File: config.mk
export PLATFORM = sky130hd
export DESIGN_NAME = seq_subtractor
export DESIGN_NICKNAME = d
export VERILOG_FILES = /design/src/rtl/seq_sub_pkg.sv /design/src/rtl/seq_sub_digit.sv /design/src/rtl/seq_subtractor.sv
export SDC_FILE = /design/constraint.sdc
export NUM_CORES = 1
export LEC_CHECK = 0
export ABC_AREA = 0
export ABC_CLOCK_PERIOD_IN_PS = 4700
export CORE_ASPECT_RATIO = 0.5
export CORE_MARGIN = 2
export CORE_UTILIZATION = 56
export CTS_BUF_LIST = sky130_fd_sc_hd__clkbuf_2
export CTS_CLUSTER_SIZE = 12
export DETAILED_ROUTE_END_ITERATION = 16
export GPL_ROUTABILITY_DRIVEN = 1
export GPL_TIMING_DRIVEN = 1
export PLACE_DENSITY_LB_ADDON = 0.05
export SLEW_MARGIN = 0
export SYNTH_ARGS = -nofsm -noshare
export SYNTH_HDL_FRONTEND = slang
export SYNTH_SLANG_ARGS = --single-unit
File: constraint.sdc
create_clock -name clk -period 4.7 [get_ports clk]
set_clock_uncertainty 0.05 [all_clocks]
set_input_delay 0.94 -clock clk [delete_from_list [all_inputs] [get_ports clk]]
set_output_delay 0.94 -clock clk [all_outputs]
set_load 0.005 [all_outputs]
File: src/rtl/seq_sub_pkg.sv
// Shared definitions for the digit-serial subtractor: FSM state codes and
// sizing helpers for the digit counter.
package seq_sub_pkg;

    localparam logic [1:0] IDLE = 2'd0;
    localparam logic [1:0] RUN  = 2'd1;
    localparam logic [1:0] DONE = 2'd2;

    // Number of digit cycles per operation.
    function automatic int seq_ndig(input int width, input int digit);
        return width / digit;
    endfunction

    // Counter width; at least one bit so NDIG==1 still has a legal vector.
    function automatic int seq_cnt_w(input int ndig);
        return (ndig > 1) ? $clog2(ndig) : 1;
    endfunction

endpackage

File: src/rtl/seq_sub_digit.sv
// Combinational DIGIT-bit borrow-chain subtractor: diff = a - b - bin.
module seq_sub_digit
    import seq_sub_pkg::*;
#(
    parameter int DIGIT = 4
) (
    input  logic [DIGIT-1:0] a,
    input  logic [DIGIT-1:0] b,
    input  logic             bin,
    output logic [DIGIT-1:0] diff,
    output logic             bout
);

    logic [DIGIT:0] br;

    assign br[0] = bin;

    for (genvar i = 0; i < DIGIT; i++) begin : g_bit
        // Full-subtractor cell: borrow when b plus incoming borrow exceeds a.
        assign diff[i]  = a[i] ^ b[i] ^ br[i];
        assign br[i+1]  = (~a[i] & b[i]) | (~(a[i] ^ b[i]) & br[i]);
    end

    assign bout = br[DIGIT];

endmodule

File: src/rtl/seq_subtractor.sv
// Digit-serial subtractor: diff = a - b - bin over WIDTH bits, DIGIT bits per
// clock, with a start/done handshake. One digit cell is time-multiplexed over
// the operand digits.
// Optional macro SEQ_SUB_FLAGS_EN adds the zero and ovf result flags.
module seq_subtractor
    import seq_sub_pkg::*;
#(
    parameter int WIDTH = 16,
    parameter int DIGIT = 4
) (
    input  logic             clk,
    input  logic             rst_n,
    input  logic             start,
    input  logic [WIDTH-1:0] a,
    input  logic [WIDTH-1:0] b,
    input  logic             bin,
    output logic             busy,
    output logic             done,
    output logic [WIDTH-1:0] diff,
    output logic             bout
`ifdef SEQ_SUB_FLAGS_EN
    ,
    output logic             zero,
    output logic             ovf
`endif
);

    localparam int NDIG = seq_ndig(WIDTH, DIGIT);
    localparam int CW   = seq_cnt_w(NDIG);

    if ((WIDTH % DIGIT) != 0 || DIGIT < 1) begin : g_bad_cfg
        $error("seq_subtractor: WIDTH must be a positive multiple of DIGIT");
    end

    logic [1:0]       state;
    logic [CW-1:0]    count;
    logic [WIDTH-1:0] a_q;
    logic [WIDTH-1:0] b_q;
    logic             borrow;

    logic [DIGIT-1:0] dig_a;
    logic [DIGIT-1:0] dig_b;
    logic [DIGIT-1:0] dig_d;
    logic             dig_bo;
    logic [WIDTH-1:0] diff_nxt;
    logic             last;
    int               base;

    assign base  = 32'(count) * DIGIT;
    assign last  = (32'(count) == NDIG - 1);
    assign busy  = (state == RUN);
    assign dig_a = a_q[base +: DIGIT];
    assign dig_b = b_q[base +: DIGIT];

    seq_sub_digit #(.DIGIT(DIGIT)) u_digit (
        .a    (dig_a),
        .b    (dig_b),
        .bin  (borrow),
        .diff (dig_d),
        .bout (dig_bo)
    );

    // Result with the current digit merged in; used for the diff write and
    // for the flags, which must see the completed value on the last digit.
    always_comb begin
        diff_nxt              = diff;
        diff_nxt[base +: DIGIT] = dig_d;
    end

    // FSM, operand capture, digit sequencing and result registers.
    always_ff @(posedge clk) begin
        if (!rst_n) begin
            state  <= IDLE;
            count  <= '0;
            a_q    <= '0;
            b_q    <= '0;
            borrow <= 1'b0;
            done   <= 1'b0;
            diff   <= '0;
            bout   <= 1'b0;
        end else begin
            done <= 1'b0;
            case (state)
                IDLE, DONE: begin
                    if (start) begin
                        a_q    <= a;
                        b_q    <= b;
                        borrow <= bin;
                        count  <= '0;
                        diff   <= '0;
                        bout   <= 1'b0;
                        state  <= RUN;
                    end else begin
                        state  <= IDLE;
                    end
                end
                RUN: begin
                    // start is deliberately ignored here.
                    diff   <= diff_nxt;
                    borrow <= dig_bo;
                    count  <= count + 1'b1;
                    if (last) begin
                        state <= DONE;
                        done  <= 1'b1;
                        bout  <= dig_bo;
                    end
                end
                default: state <= IDLE;
            endcase
        end
    end

`ifdef SEQ_SUB_FLAGS_EN
    // Flags are captured alongside done and then held with the result.
    always_ff @(posedge clk) begin
        if (!rst_n) begin
            zero <= 1'b0;
            ovf  <= 1'b0;
        end else if (state == RUN && last) begin
            zero <= (diff_nxt == '0);
            ovf  <= (a_q[WIDTH-1] != b_q[WIDTH-1]) &&
                    (diff_nxt[WIDTH-1] != a_q[WIDTH-1]);
        end
    end
`endif

endmodule

==> key figures <==
Run status
  – Result of the run: finished clean

Yosys
  – Yosys warnings: 0
  – Share of the synthesized area in the top cell type: 0.4553
  – Cell count after synthesis: 261
  – Count of distinct cell types in the synthesized netlist: 33
  – Fraction of the yosys area taken by sequential cells: 0.4553
  – Syn_nets: 306
  – Register bit count reported by yosys: 55
  – Post-synthesis average cell area: 9.267 um^2
  – Yosys top cell by area: dfxtp_1
  – Area of the mapped netlist: 2419 um^2
  – Leading cell types by total area after synthesis: dfxtp_1 46%, nand2_1 11%, mux4_2 7.4%, a21oi_1 7.2%, fa_1 3.3%

Placed design
  – Port Buf Inserts: 54
  – Placement Cell Area: 2940 um^2
  – Setup slack at placement: 1.406 ns
  – Final weighted congestion in routability-driven placement: 0.8667
  – Number of placed cells counting well taps: 354
  – Placed wire-length estimate: 3699 um

Routing
  – 1st-pass router iterations: 4
  – Number of violations reported at the end of detailed-routing iteration 0: 79
  – Total wire length after detailed routing: 4951 um
  – Number of vias per cell: 5.470
  – Detailed-route DRC error count: 0
  – Via count of the routed design: 1980
  – Antenna-violating nets left: 0
  – Routed wire length per instance: 13.68 um

Critical path
  – Cell breakdown of the critical path: buf_4 > mux4_2 > fa_1 > fa_1 > inv_1 > fa_1 > nand2b_1 > o21ai_0
  – Critical path's slowest cell: dfxtp_1
  – Family of cells with the greatest summed delay on the critical path: adder cells
  – Most prevalent standard cell on the critical path: fa_1
  – Crit path arrival time: 3.60 ns
  – Type of the worst setup path: reg2reg
  – Worst Setup End Kind: register
  – Max FO, Critical Path: 11
  – Max stage delay on crit path: 0.63 ns
  – Setup slack of the most critical reg-to-reg path: 1.45 ns
  – Worst EP required: 5.06 ns
  – CP Buf/Inv Count: 2
  – Kind of start point of the critical path: register

Power and ir drop
  – Total power of the final layout: 0.0008495 W
  – Largest vdd supply drop: 0.0001447 V
  – Pwr Density: 285.0 nW/um^2
  – Standby leakage power: 1.096 nW

Floorplanning
  – Cell row count: 16
  – Top-Level Pins: 55
  – Core region area: 4024 um^2
  – DIE AREA: 4893 um^2
  – Die W: 96.94 um
  – Y dimension of the die: 50.47 um
  – Initial Util: 0.6011

Clocking
  – Clock tree from TritonCTS: built
  – Number of hold-repair buffers added at the cts stage: 0
  – Library cell used as clock root buffer: clkbuf_2
  – Cts bufs inserted: 5
  – Maximum clock path buffer count: 2
  – Number of buffers added for setup after CTS: 0
  – Clock-pin slew on the worst setup and hold paths: 0.26 ns
  – Clk sinks: 55
  – Clock latency reported for the late side of the worst-skew pair: 0.45 ns
  – Deepest level of the CTS H-tree: 2
  – CTS-repair resized insts: 0

Timing
  – Slew of the pin with the lowest slew margin: 1.227 ns
  – Number of hold violations in the final report: 0
  – Minimum period implied by the final worst setup slack: 3.245 ns
  – Slew HR: 0.1814
  – Final Setup Violations: 0
  – RSZ-0062 raised after global routing: false
  – Max Clk Rate: 0.3081 GHz
  – Final max-slew violation count: 0
  – Total negative setup slack: 0 ns
  – Share of the cycle needed by the critical path after routing: 0.6905
  – Minimum setup slack in the final design: 1.455 ns

Flow run
  – Max cap viols: 0

Global routing
  – GR Util All Layers: 0.2097
  – First-pass GRT wire length: 8107 um
  – Grt ovf: 0
  – Initial antenna violation count: 0
  – Maximum number of pins on one net before global-route repair: 39
  – Number of global-route vias before repair: 1879

Final layout
  – Total inserted antenna cells: 0
  – Most frequent standard cell in the layout excluding fill and tap cells: nand2_1
  – Area growth syn-to-layout: 23.23%
  – Final cell area excluding filler cells: 2980 um^2
  – Total number of nets in the final design: 352
  – Share of cells above drive strength 1: 0.08442
  – Commonest non-fill, non-tap cells in the layout: 69 x nand2_1, 55 x dfxtp_1, 54 x clkdlybuf4s50_1
  – Number of non-filler instances in the completed layout: 362
  – Count of fill cells added during filler insertion: 306

Worst hold path
  – Class of the worst hold path: reg2reg
==> flip-flops by register name, summed over array words and instances (netlist names) <==
name / count
diff: 16
borrow: 1
a_q: 16
done: 1
state: 2
b_q: 16
count: 2
bout: 1
==> worst register-to-register path: stages (launching register included) <==
cell and delay [ns]:
dfxtp_1 0.63, buf_4 0.26, mux4_2 0.54, fa_1 0.46
fa_1 0.38, inv_1 0.09, fa_1 0.43, nand2b_1 0.18
o21ai_0 0.17
==> cell usage after synthesis <==
library cell	n
a211oi_1	1
a211oi_4	2
a21oi_1	35
a22o_1	2
a22oi_1	1
a32o_1	2
a41o_1	1
and3_1	4
and3b_1	1
and4bb_2	1
buf_1	2
buf_2	8
buf_4	5
buf_6	2
clkbuf_1	1
dfxtp_1	55
fa_1	4
ha_1	5
inv_1	9
inv_2	1
mux4_2	8
nand2_1	69
nand2b_1	3
nand2b_4	1
nand3_1	10
nand3b_1	2
nand4_1	6
nor2_1	2
nor2b_1	4
nor3b_2	1
o21a_1	1
o21ai_0	8
o2bb2ai_1	4
==> logic make-up (layout without fill, tap and decap cells) <==
group	count (synthesis)	in the layout	share of synthesized area
muxes	8	8	0.07449
buffers and inverters	28	75	0.06156
adders and majority gates	9	9	0.05898
AOI/OAI and AO/OA	57	57	0.1490
DFF	55	55	0.4553
and+or+nand+nor	104	104	0.2007
==> layer usage <==
layer	up-vias	global-route usage	wire, um
met5	-	0	0
met4	0	0.04225	42
met3	7	0.05292	289
met2	55	0.3889	2378
met1	933	0.2524	2240
li1	985	-	-
==> path summary, 6_finish.rpt <==
check,from,endpoint,cells past startpoint
setup / recovery,count[0],diff[7],8
hold / removal,a_q[8],a_q[8],2
setup reg to reg,count[0],diff[7],8
hold reg to reg,a_q[8],a_q[8],2
==> area by class of cell <==
cell class | count | area, um^2 | share of cell area
clock inverter | 3 | 15.01 | 0.005038
multi-input combinational | 178 | 1171 | 0.3929
inverter | 10 | 37.54 | 0.01259
sequential | 55 | 1101 | 0.3694
timing repair buffer | 57 | 563.0 | 0.1889
tap | 54 | 67.56 | 0.02267
clock buffer | 5 | 25.02 | 0.008396
==> stage by stage <==
stage                       util  hold WS (ns)
final                     0.7407        0.4260
after global placement    0.7307        0.3889
after detailed placement  0.7307        0.3997
after CTS                 0.7407        0.4258
after floorplan                -        0.3831
after global routing      0.7407        0.4466
==> power by group <==
part | switching, W | internal, W
registers | 0.0000158 | 0.000490
logic | 0.0000841 | 0.0000802
clock network | 0.000146 | 0.0000342
No activity file was read; power rests on OpenSTA's default activity.
